$ cat config.mk
export PLATFORM = sky130hd
export DESIGN_NAME = serial_add_ctrl
export DESIGN_NICKNAME = d
export VERILOG_FILES = /design/src/rtl/serial_add_ctrl_pkg.sv /design/src/rtl/fulladder.sv /design/src/rtl/serial_add_ctrl.sv
export SDC_FILE = /design/constraint.sdc
export NUM_CORES = 1
export LEC_CHECK = 0
export CORE_ASPECT_RATIO = 0.9
export CORE_MARGIN = 2
export CORE_UTILIZATION = 49
export DETAILED_ROUTE_END_ITERATION = 10
export GPL_ROUTABILITY_DRIVEN = 0
export HOLD_SLACK_MARGIN = 0.08
export PLACE_DENSITY_LB_ADDON = 0.3
export REMOVE_ABC_BUFFERS = 1
export SLEW_MARGIN = 0
export SYNTH_ARGS = -nofsm -noshare
export SYNTH_HDL_FRONTEND = slang
export SYNTH_SLANG_ARGS = --single-unit
$ cat constraint.sdc
create_clock -name clk -period 1.2 [get_ports clk]
set_input_delay 0.24 -clock clk [delete_from_list [all_inputs] [get_ports clk]]
set_output_delay 0.24 -clock clk [all_outputs]
set_load 0.05 [all_outputs]
$ cat src/rtl/serial_add_ctrl_pkg.sv
// Shared types and defaults for the bit-serial add/subtract controller.
package serial_add_ctrl_pkg;

  localparam int unsigned DefaultWidth = 8;

  typedef enum logic [1:0] {
    StIdle,
    StAdd,
    StDone
  } state_e;

endpackage

$ cat src/rtl/fulladder.sv
// 1-bit full adder cell.
module fulladder (
  input  logic a,
  input  logic b,
  input  logic c,
  output logic sum,
  output logic carry
);

  assign sum   = a ^ b ^ c;
  assign carry = (a & b) | (a & c) | (b & c);

endmodule

$ cat src/rtl/serial_add_ctrl.sv
// Bit-serial adder/subtractor: one full-adder evaluation per clock, LSB first,
// with a valid/ready handshake on both the operand and result sides.
module serial_add_ctrl
  import serial_add_ctrl_pkg::*;
#(
  parameter int unsigned WIDTH = DefaultWidth
) (
  input  logic             clk,
  input  logic             rst_n,
  input  logic             in_valid,
  output logic             in_ready,
  input  logic [WIDTH-1:0] op_a,
  input  logic [WIDTH-1:0] op_b,
  input  logic             cin,
  input  logic             sub,
  output logic             out_valid,
  input  logic             out_ready,
  output logic [WIDTH-1:0] result,
  output logic             cout,
  output logic             ovf
);

  localparam int unsigned CntW = $clog2(WIDTH) + 1;

  state_e           state_q, state_d;
  logic [WIDTH-1:0] a_q, a_d;
  logic [WIDTH-1:0] b_q, b_d;
  logic [WIDTH-1:0] res_q, res_d;
  logic             carry_q, carry_d;
  logic             cin_last_q, cin_last_d;
  logic [CntW-1:0]  cnt_q, cnt_d;

  logic             fa_sum, fa_carry;
  logic [WIDTH:0]   res_shift;

  fulladder u_fulladder (
    .a     (a_q[0]),
    .b     (b_q[0]),
    .c     (carry_q),
    .sum   (fa_sum),
    .carry (fa_carry)
  );

  // New sum bit enters at the MSB; after WIDTH shifts bit 0 lands at the LSB.
  assign res_shift = {fa_sum, res_q};

  always_comb begin
    state_d    = state_q;
    a_d        = a_q;
    b_d        = b_q;
    res_d      = res_q;
    carry_d    = carry_q;
    cin_last_d = cin_last_q;
    cnt_d      = cnt_q;
    unique case (state_q)
      StIdle: begin
        if (in_valid) begin
          state_d = StAdd;
          a_d     = op_a;
          b_d     = op_b ^ {WIDTH{sub}};
          carry_d = sub ? 1'b1 : cin;
          cnt_d   = '0;
        end
      end
      StAdd: begin
        a_d        = a_q >> 1;
        b_d        = b_q >> 1;
        res_d      = res_shift[WIDTH:1];
        carry_d    = fa_carry;
        cin_last_d = carry_q;
        cnt_d      = cnt_q + CntW'(1);
        if (cnt_q == CntW'(WIDTH - 1)) begin
          state_d = StDone;
        end
      end
      StDone: begin
        if (out_ready) begin
          state_d = StIdle;
        end
      end
      default: state_d = StIdle;
    endcase
  end

  always_ff @(posedge clk) begin
    if (!rst_n) begin
      state_q    <= StIdle;
      a_q        <= '0;
      b_q        <= '0;
      res_q      <= '0;
      carry_q    <= 1'b0;
      cin_last_q <= 1'b0;
      cnt_q      <= '0;
    end else begin
      state_q    <= state_d;
      a_q        <= a_d;
      b_q        <= b_d;
      res_q      <= res_d;
      carry_q    <= carry_d;
      cin_last_q <= cin_last_d;
      cnt_q      <= cnt_d;
    end
  end

  assign in_ready  = (state_q == StIdle);
  assign out_valid = (state_q == StDone);
  assign result    = res_q;
  assign cout      = carry_q;
  // Overflow: carry into the MSB differs from carry out of it.
  assign ovf       = cin_last_q ^ carry_q;

endmodule

==> results of run 1 <==
==> where the power goes <==
| part | switching (mW) | internal, mW |
|---|---|---|
| Combinational | 0.296 | 0.336 |
| Clock | 0.360 | 0.332 |
| Sequential | 0.0513 | 1.12 |
==> stage by stage <==
stage	hold slack, ns	setup slack [ns]	TNS (ns)
after floorplan	0.358	-0.558	-2.32
after global placement	0.455	-0.287	-4.61
after detailed placement	0.478	-0.328	-5.41
after CTS	0.510	-0.123	-0.593
after global routing	0.541	-0.178	-1.76
final	0.507	-0.120	-0.702
==> cell type report <==
cell class	instances	area, sq um	area share [%]
Clock buffer	7	65.1	2.82
Multi-Input combinational cell	117	843	36.5
Tap cell	40	50.0	2.17
Inverter	2	11.3	0.487
Sequential cell	32	656	28.4
Timing Repair Buffer	58	686	29.7
==> cell families after synthesis <==
family / count (synthesis) / synth area share (%)
AND/OR/NAND/NOR: 54 / 18.7
AO/OA/AOI/OAI: 50 / 24.1
flip-flops: 32 / 43.8
buffers and inverters: 12 / 5.13
XOR/XNOR: 9 / 5.38
adder cells (fa/ha/maj): 2 / 2.22
multiplexers: 1 / 0.684
==> worst min-delay path: cells and delay by family, from the launching register on <==
family / cells / cell delay [ns]
DFF: 1 / 0.36
AOI/OAI and AO/OA: 1 / 0.05
and+or+nand+nor: 1 / 0.07
==> how the worst max path moves through the flow <==
stage	start	end	slack (ns)	cells past startpoint
3_5_place_dp	in_valid	b_q[4]	-0.33	4
4_1_cts	state_q[0]	in_ready	-0.12	3
5_1_grt	state_q[0]	cout	-0.18	4
3_3_place_gp	in_valid	cout	-0.29	4
6_report	state_q[0]	cout	-0.12	4
2_1_floorplan	cout	ovf	-0.56	1
==> metal layers <==
layer / wire length, um / vias up / track usage, %
met5: 0 / - / 0
met4: 111 / 0 / 6.99
met3: 216 / 14 / 7.91
met2: 2060 / 63 / 34.7
met1: 1680 / 683 / 28.6
li1: - / 683 / -
==> cells in the mapped netlist <==
cell,n
nand3_1,7
nor2_1,6
o21a_1,1
nand3b_1,2
o211a_1,1
o21bai_1,1
nand2_1,25
xnor2_1,2
nor2b_1,4
mux2i_1,1
xor2_1,7
a22oi_1,3
dfxtp_1,32
or4b_1,1
o221ai_2,2
nor2b_2,1
nand4_1,1
nand2b_1,3
buf_4,3
o221ai_1,5
buf_2,3
inv_1,1
ha_1,1
nor3_1,1
a21boi_1,4
o211ai_1,1
o21ba_2,1
nand2_2,1
nor3b_4,1
clkbuf_1,2
and3b_1,1
o21ai_0,9
a21boi_0,5
o22ai_1,4
inv_2,1
a21oi_1,10
buf_6,2
o2bb2ai_1,3
fa_1,1
==> sequential cells by signal, summed over array words and instances (netlist names) <==
signal	cells
a_q	8
b_q	8
cin_last_q	1
cnt_q	4
cout	1
result	8
state_q	2
==> repair_timing <==
item                                    4_1_cts  5_1_grt
hold endpoints to repair                      0        0
endpoints found under the setup margin       18       29
gates cloned                                  0        2
resized for setup                            18       19
pin swaps                                     2        5
buffers inserted                              5        5
hold buffers                                  0        0
==> results.md, run 1 <==
- Status: complete, but fails checks
- Failing checks: negative setup slack
- Cell variety after synth: 39
- Max Cap Violations: 0
- CP Max Fanout: 7
- Gr ovfl total: 0
- Vias in the first global route: 1,311
- Worst Path Arrival: 1.55 ns
- Hold depth: 2
- Final std cells w/o fill: 256
- CTS tree: built
- Required @ worst endpoint: 1.43 ns
- Syn Area/Cell: 9.15 sq um
- Slew HR: 82.7%
- Max Slew Vio Count: 0
- Worst path max stage delay: 0.52 ns
- Iter 0 DRT Violations: 91
- Starting Density: 52.4%
- Final Hold Fails: 0
- Placement Cell Area: 0.00203 sq mm
- Most common cell after layout, fill and taps aside: dfxtp_1
- Hpwl dp: 2350 um
- # fillers: 160
- Least-Margin Pin Slew: 0.258 ns
- Final Net Count: 240
- Worst path cell trace: buf_4, or4b_1, o21ai_1, a21oi_1
- Clock latency on the worst-skew pair: 0.34 ns
- Max Clock Skew: 0.00434 ns
- Drt drc: 0
- Crit start category: flip-flop
- Clock Sinks: 32
- Achievable Freq: 758 MHz
- Via count: 1,443
- Buffers on Ports: 33
- Core Area: 0.00279 sq mm
- DIE WIDTH: 61.6 um
- RR Endpoint: cout
- Yosys reg bits: 32
- Min-Delay Path Class: flip-flop to flip-flop
- Cell taking the most area after synthesis: dfxtp_1
- Pin count of the biggest net entering global routing: 38
- Pwr per Cell Area: 1080 mW/mm^2
- Crit end category: flip-flop
- Hold_sp: result[4]
- # diodes: 0
- Area grow syn2layout: 57.9%
- CTS buffer count: 5
- Worst IR drop on VDD: 0.772 mV
- Die Y-Extent: 55.9 um
- Post-Syn Instances: 160
- # rows: 18
- Htree depth: 2
- Top delay family on crit path: simple AND/OR/NAND/NOR gates
- Setup violators final: 12
- Fin util: 82.8%
- Setup slack after layout: -0.120 ns
- Unrepaired setup endpoints after global routing: true
- Layout cells sized above 1: 31.0%
- Final WL: 4070 um
- CP Class: flip-flop to flip-flop
- Drt pass-1 iters: 4
- DR vias/cell: 5.64
- Root Driver: clkbuf_4
- Die ar.: 0.00344 sq mm
- Clock slew at reported path FFs: 0.10 ns
- Slowest cell on the critical path: or4b_1
- Hold Path End: result[3]
- Setup slack, reg-to-reg: -0.12 ns
- P_leak: 0.890 nW
- Worst-case clock buffer depth: 2
- Ys Warns: 0
- Bufs and invs on worst path: 1
- Most frequent cells in the layout: 28 x dfxtp_1, 25 x nand2_1, 21 x clkdlybuf4s50_1
- Antenna violations before repair: 0
- Final cycle utilization of the critical path: 110%
- Synthesized cell area: 0.00146 sq mm
- Sequential fraction of the synthesis area: 43.8%
- Tmin final: 1.32 ns
- Placed cells: 237
- RR Startpoint: state_q[0]
- Total track usage: 22.4%
- First-pass GRT wire length: 5790 um
- Final instance area: 0.00231 sq mm
- Synth top area cells: dfxtp_1 44%, nand2_1 6.4%, xor2_1 4.2%
- Antenna Nets Post-Route: 0
- Synth top area share: 43.8%
- Ports: 34
- Drt wl/cell: 15.9 um
- Worst R2R Path Depth: 4
- Final Power: 2.50 mW
Power figures use the tool's default switching activity.
==> run 2: changes to the inputs <==
--- a/config.mk
+++ b/config.mk
@@ -5,7 +5,7 @@
 export SDC_FILE = /design/constraint.sdc
 export NUM_CORES = 1
 export LEC_CHECK = 0
-export CORE_ASPECT_RATIO = 0.9
+export CORE_ASPECT_RATIO = 0.8
 export CORE_MARGIN = 2
 export CORE_UTILIZATION = 49
 export DETAILED_ROUTE_END_ITERATION = 10
==> run 2 against run 1 <==
Effect of this change: the flow still finishes with violations (negative setup slack); sequential share of layout area increased by 1.5 points; core utilization down 4.8 points; count of clock-buffer cells in the layout rose by 1; maximum frequency rose by 4.7%; final cell count down 3.9%; die area about the same; total power rose by 2.3%; sequential power hardly changed; largest cell class unchanged.
==> results.md, run 2 (synthesized netlist as in run 1, its figures left out) <==
- Status: complete, but fails checks
- Failing checks: negative setup slack
- Worst Path Arrival: 1.02 ns
- Htree depth: 2
- Die Y-Extent: 52.9 um
- Layout cells sized above 1: 23.6%
- FF/Latch Area: 653 sq um
- Least-Margin Pin Slew: 0.301 ns
- DIE WIDTH: 65.1 um
- Max Cap Violations: 0
- Crit start category: flip-flop
- Setup violators final: 5
- Worst path cell trace: buf_6, nor2_4, buf_12
- Worst R2R Path Depth: 4
- Core Area: 0.00281 sq mm
- Worst-case clock buffer depth: 2
- Area grow syn2layout: 49.5%
- Achievable Freq: 794 MHz
- Clock latency on the worst-skew pair: 0.28 ns
- Drt pass-1 iters: 4
- Slew HR: 79.9%
- CTS buffer count: 5
- Total track usage: 23.3%
- Antenna Nets Post-Route: 0
- Ports: 34
- Final Hold Fails: 0
- Max Slew Vio Count: 0
- Crit end category: output pin
- Antenna violations before repair: 0
- Fin util: 77.9%
- Most common cell after layout, fill and taps aside: dfxtp_1
- Gr ovfl total: 0
- Final Net Count: 231
- Footprint of the multi-input gates: 782 sq um
- Drt wl/cell: 14.2 um
- CTS tree: built
- # rows: 17
- # diodes: 0
- Top delay family on crit path: flip-flops
- CP Class: flip-flop to output pin
- Setup slack after layout: -0.0600 ns
- Starting Density: 52.1%
- RR Startpoint: state_q[0]
- CTS Hold Buffers Added: 0
- Slowest cell on the critical path: dfxtp_4
- CP Depth: 3
- Drt drc: 0
- Pwr per Cell Area: 1170 mW/mm^2
- Unrepaired setup endpoints after global routing: true
- Hold_sp: cin_last_q
- Tmin final: 1.26 ns
- Hold depth: 2
- Hpwl dp: 2650 um
- Root Driver: clkbuf_8
- Clock slew at reported path FFs: 0.06 ns
- Setup bufs post-CTS: 0
- Vias in the first global route: 1,295
- Worst path max stage delay: 0.37 ns
- Min-Delay Path Class: flip-flop to flip-flop
- Worst IR drop on VDD: 0.967 mV
- Final Power: 2.56 mW
- CP Max Fanout: 8
- # fillers: 186
- Max Clock Skew: 0.00262 ns
- Most frequent cells in the layout: 28 x dfxtp_1, 25 x nand2_1, 19 x clkdlybuf4s50_1
- Via count: 1,340
- Final WL: 3480 um
- WHS: 0.498 ns
- Iter 0 DRT Violations: 43
- Bufs and invs on worst path: 2
- Die ar.: 0.00344 sq mm
- Pin count of the biggest net entering global routing: 19
- Crit path from: state_q[0]
- DR vias/cell: 5.45
- Buffers on Ports: 33
- Fin Setup TNS: -0.188 ns
- Required @ worst endpoint: 0.96 ns
- P_leak: 0.837 nW
- First-pass GRT wire length: 5780 um
- Final cycle utilization of the critical path: 105%
- DP Worst Slack: -0.372 ns
- Clock Sinks: 32
==> run 2: report_power, final <==
group | internal [mW] | switching (mW) | leakage (nW)
Clock | 0.467 | 0.367 | 0.0455
Sequential | 1.13 | 0.0529 | 0.264
Combinational | 0.284 | 0.259 | 0.527
Total | 1.88 | 0.679 | 0.837
==> run 2: worst paths after layout <==
check / to / slack [ns]
worst max register to register: result[0] / -0.05
worst max-delay path: out_valid / -0.06
worst min register to register: cin_last_q / 0.50
worst min-delay path: cin_last_q / 0.50
==> run 2: repair_timing <==
item | 4_1_cts | 5_1_grt
resized for setup | 16 | 2
endpoints found under the hold margin | 0 | 0
setup endpoints to repair | 23 | 20
pin swaps | 1 | 3
==> run 2: per-layer routing <==
layer | global-route usage (%) | wire length (um)
met1 | 25.8 | 1450
met2 | 39.9 | 1730
met3 | 8.30 | 222
met4 | 12.2 | 87
met5 | 0 | 0
==> run 2: final cells by class <==
| class | count | area share (%) |
|---|---|---|
| well taps | 38 | 2.17 |
| repair buffers | 50 | 27.8 |
| inverters | 2 | 0.343 |
| flip-flops and latches | 32 | 29.8 |
| multi-input cells | 116 | 35.7 |
| clock buffers | 8 | 4.12 |
==> run 2: metrics by stage <==
stage                     instances  cell area [sq um]
final                           246               2190
after global routing            246               2190
after CTS                       246               2180
after detailed placement        238               2050
after global placement          238               2050
after floorplan                 150               1400
==> run 2: worst reg2reg max path, stage by stage, from the launching register on <==
cell	delay, ns
dfxtp_4	0.39
nor2b_2	0.32
buf_12	0.17
nand2_1	0.06
a21boi_0	0.22
==> run 3: changes to the inputs <==
--- a/config.mk
+++ b/config.mk
@@ -13,7 +13,6 @@
 export HOLD_SLACK_MARGIN = 0.08
 export PLACE_DENSITY_LB_ADDON = 0.3
 export REMOVE_ABC_BUFFERS = 1
-export SLEW_MARGIN = 0
 export SYNTH_ARGS = -nofsm -noshare
 export SYNTH_HDL_FRONTEND = slang
 export SYNTH_SLANG_ARGS = --single-unit
==> results of run 3 <==
The final DEF is identical to that of run 2; final timing and power are the same.
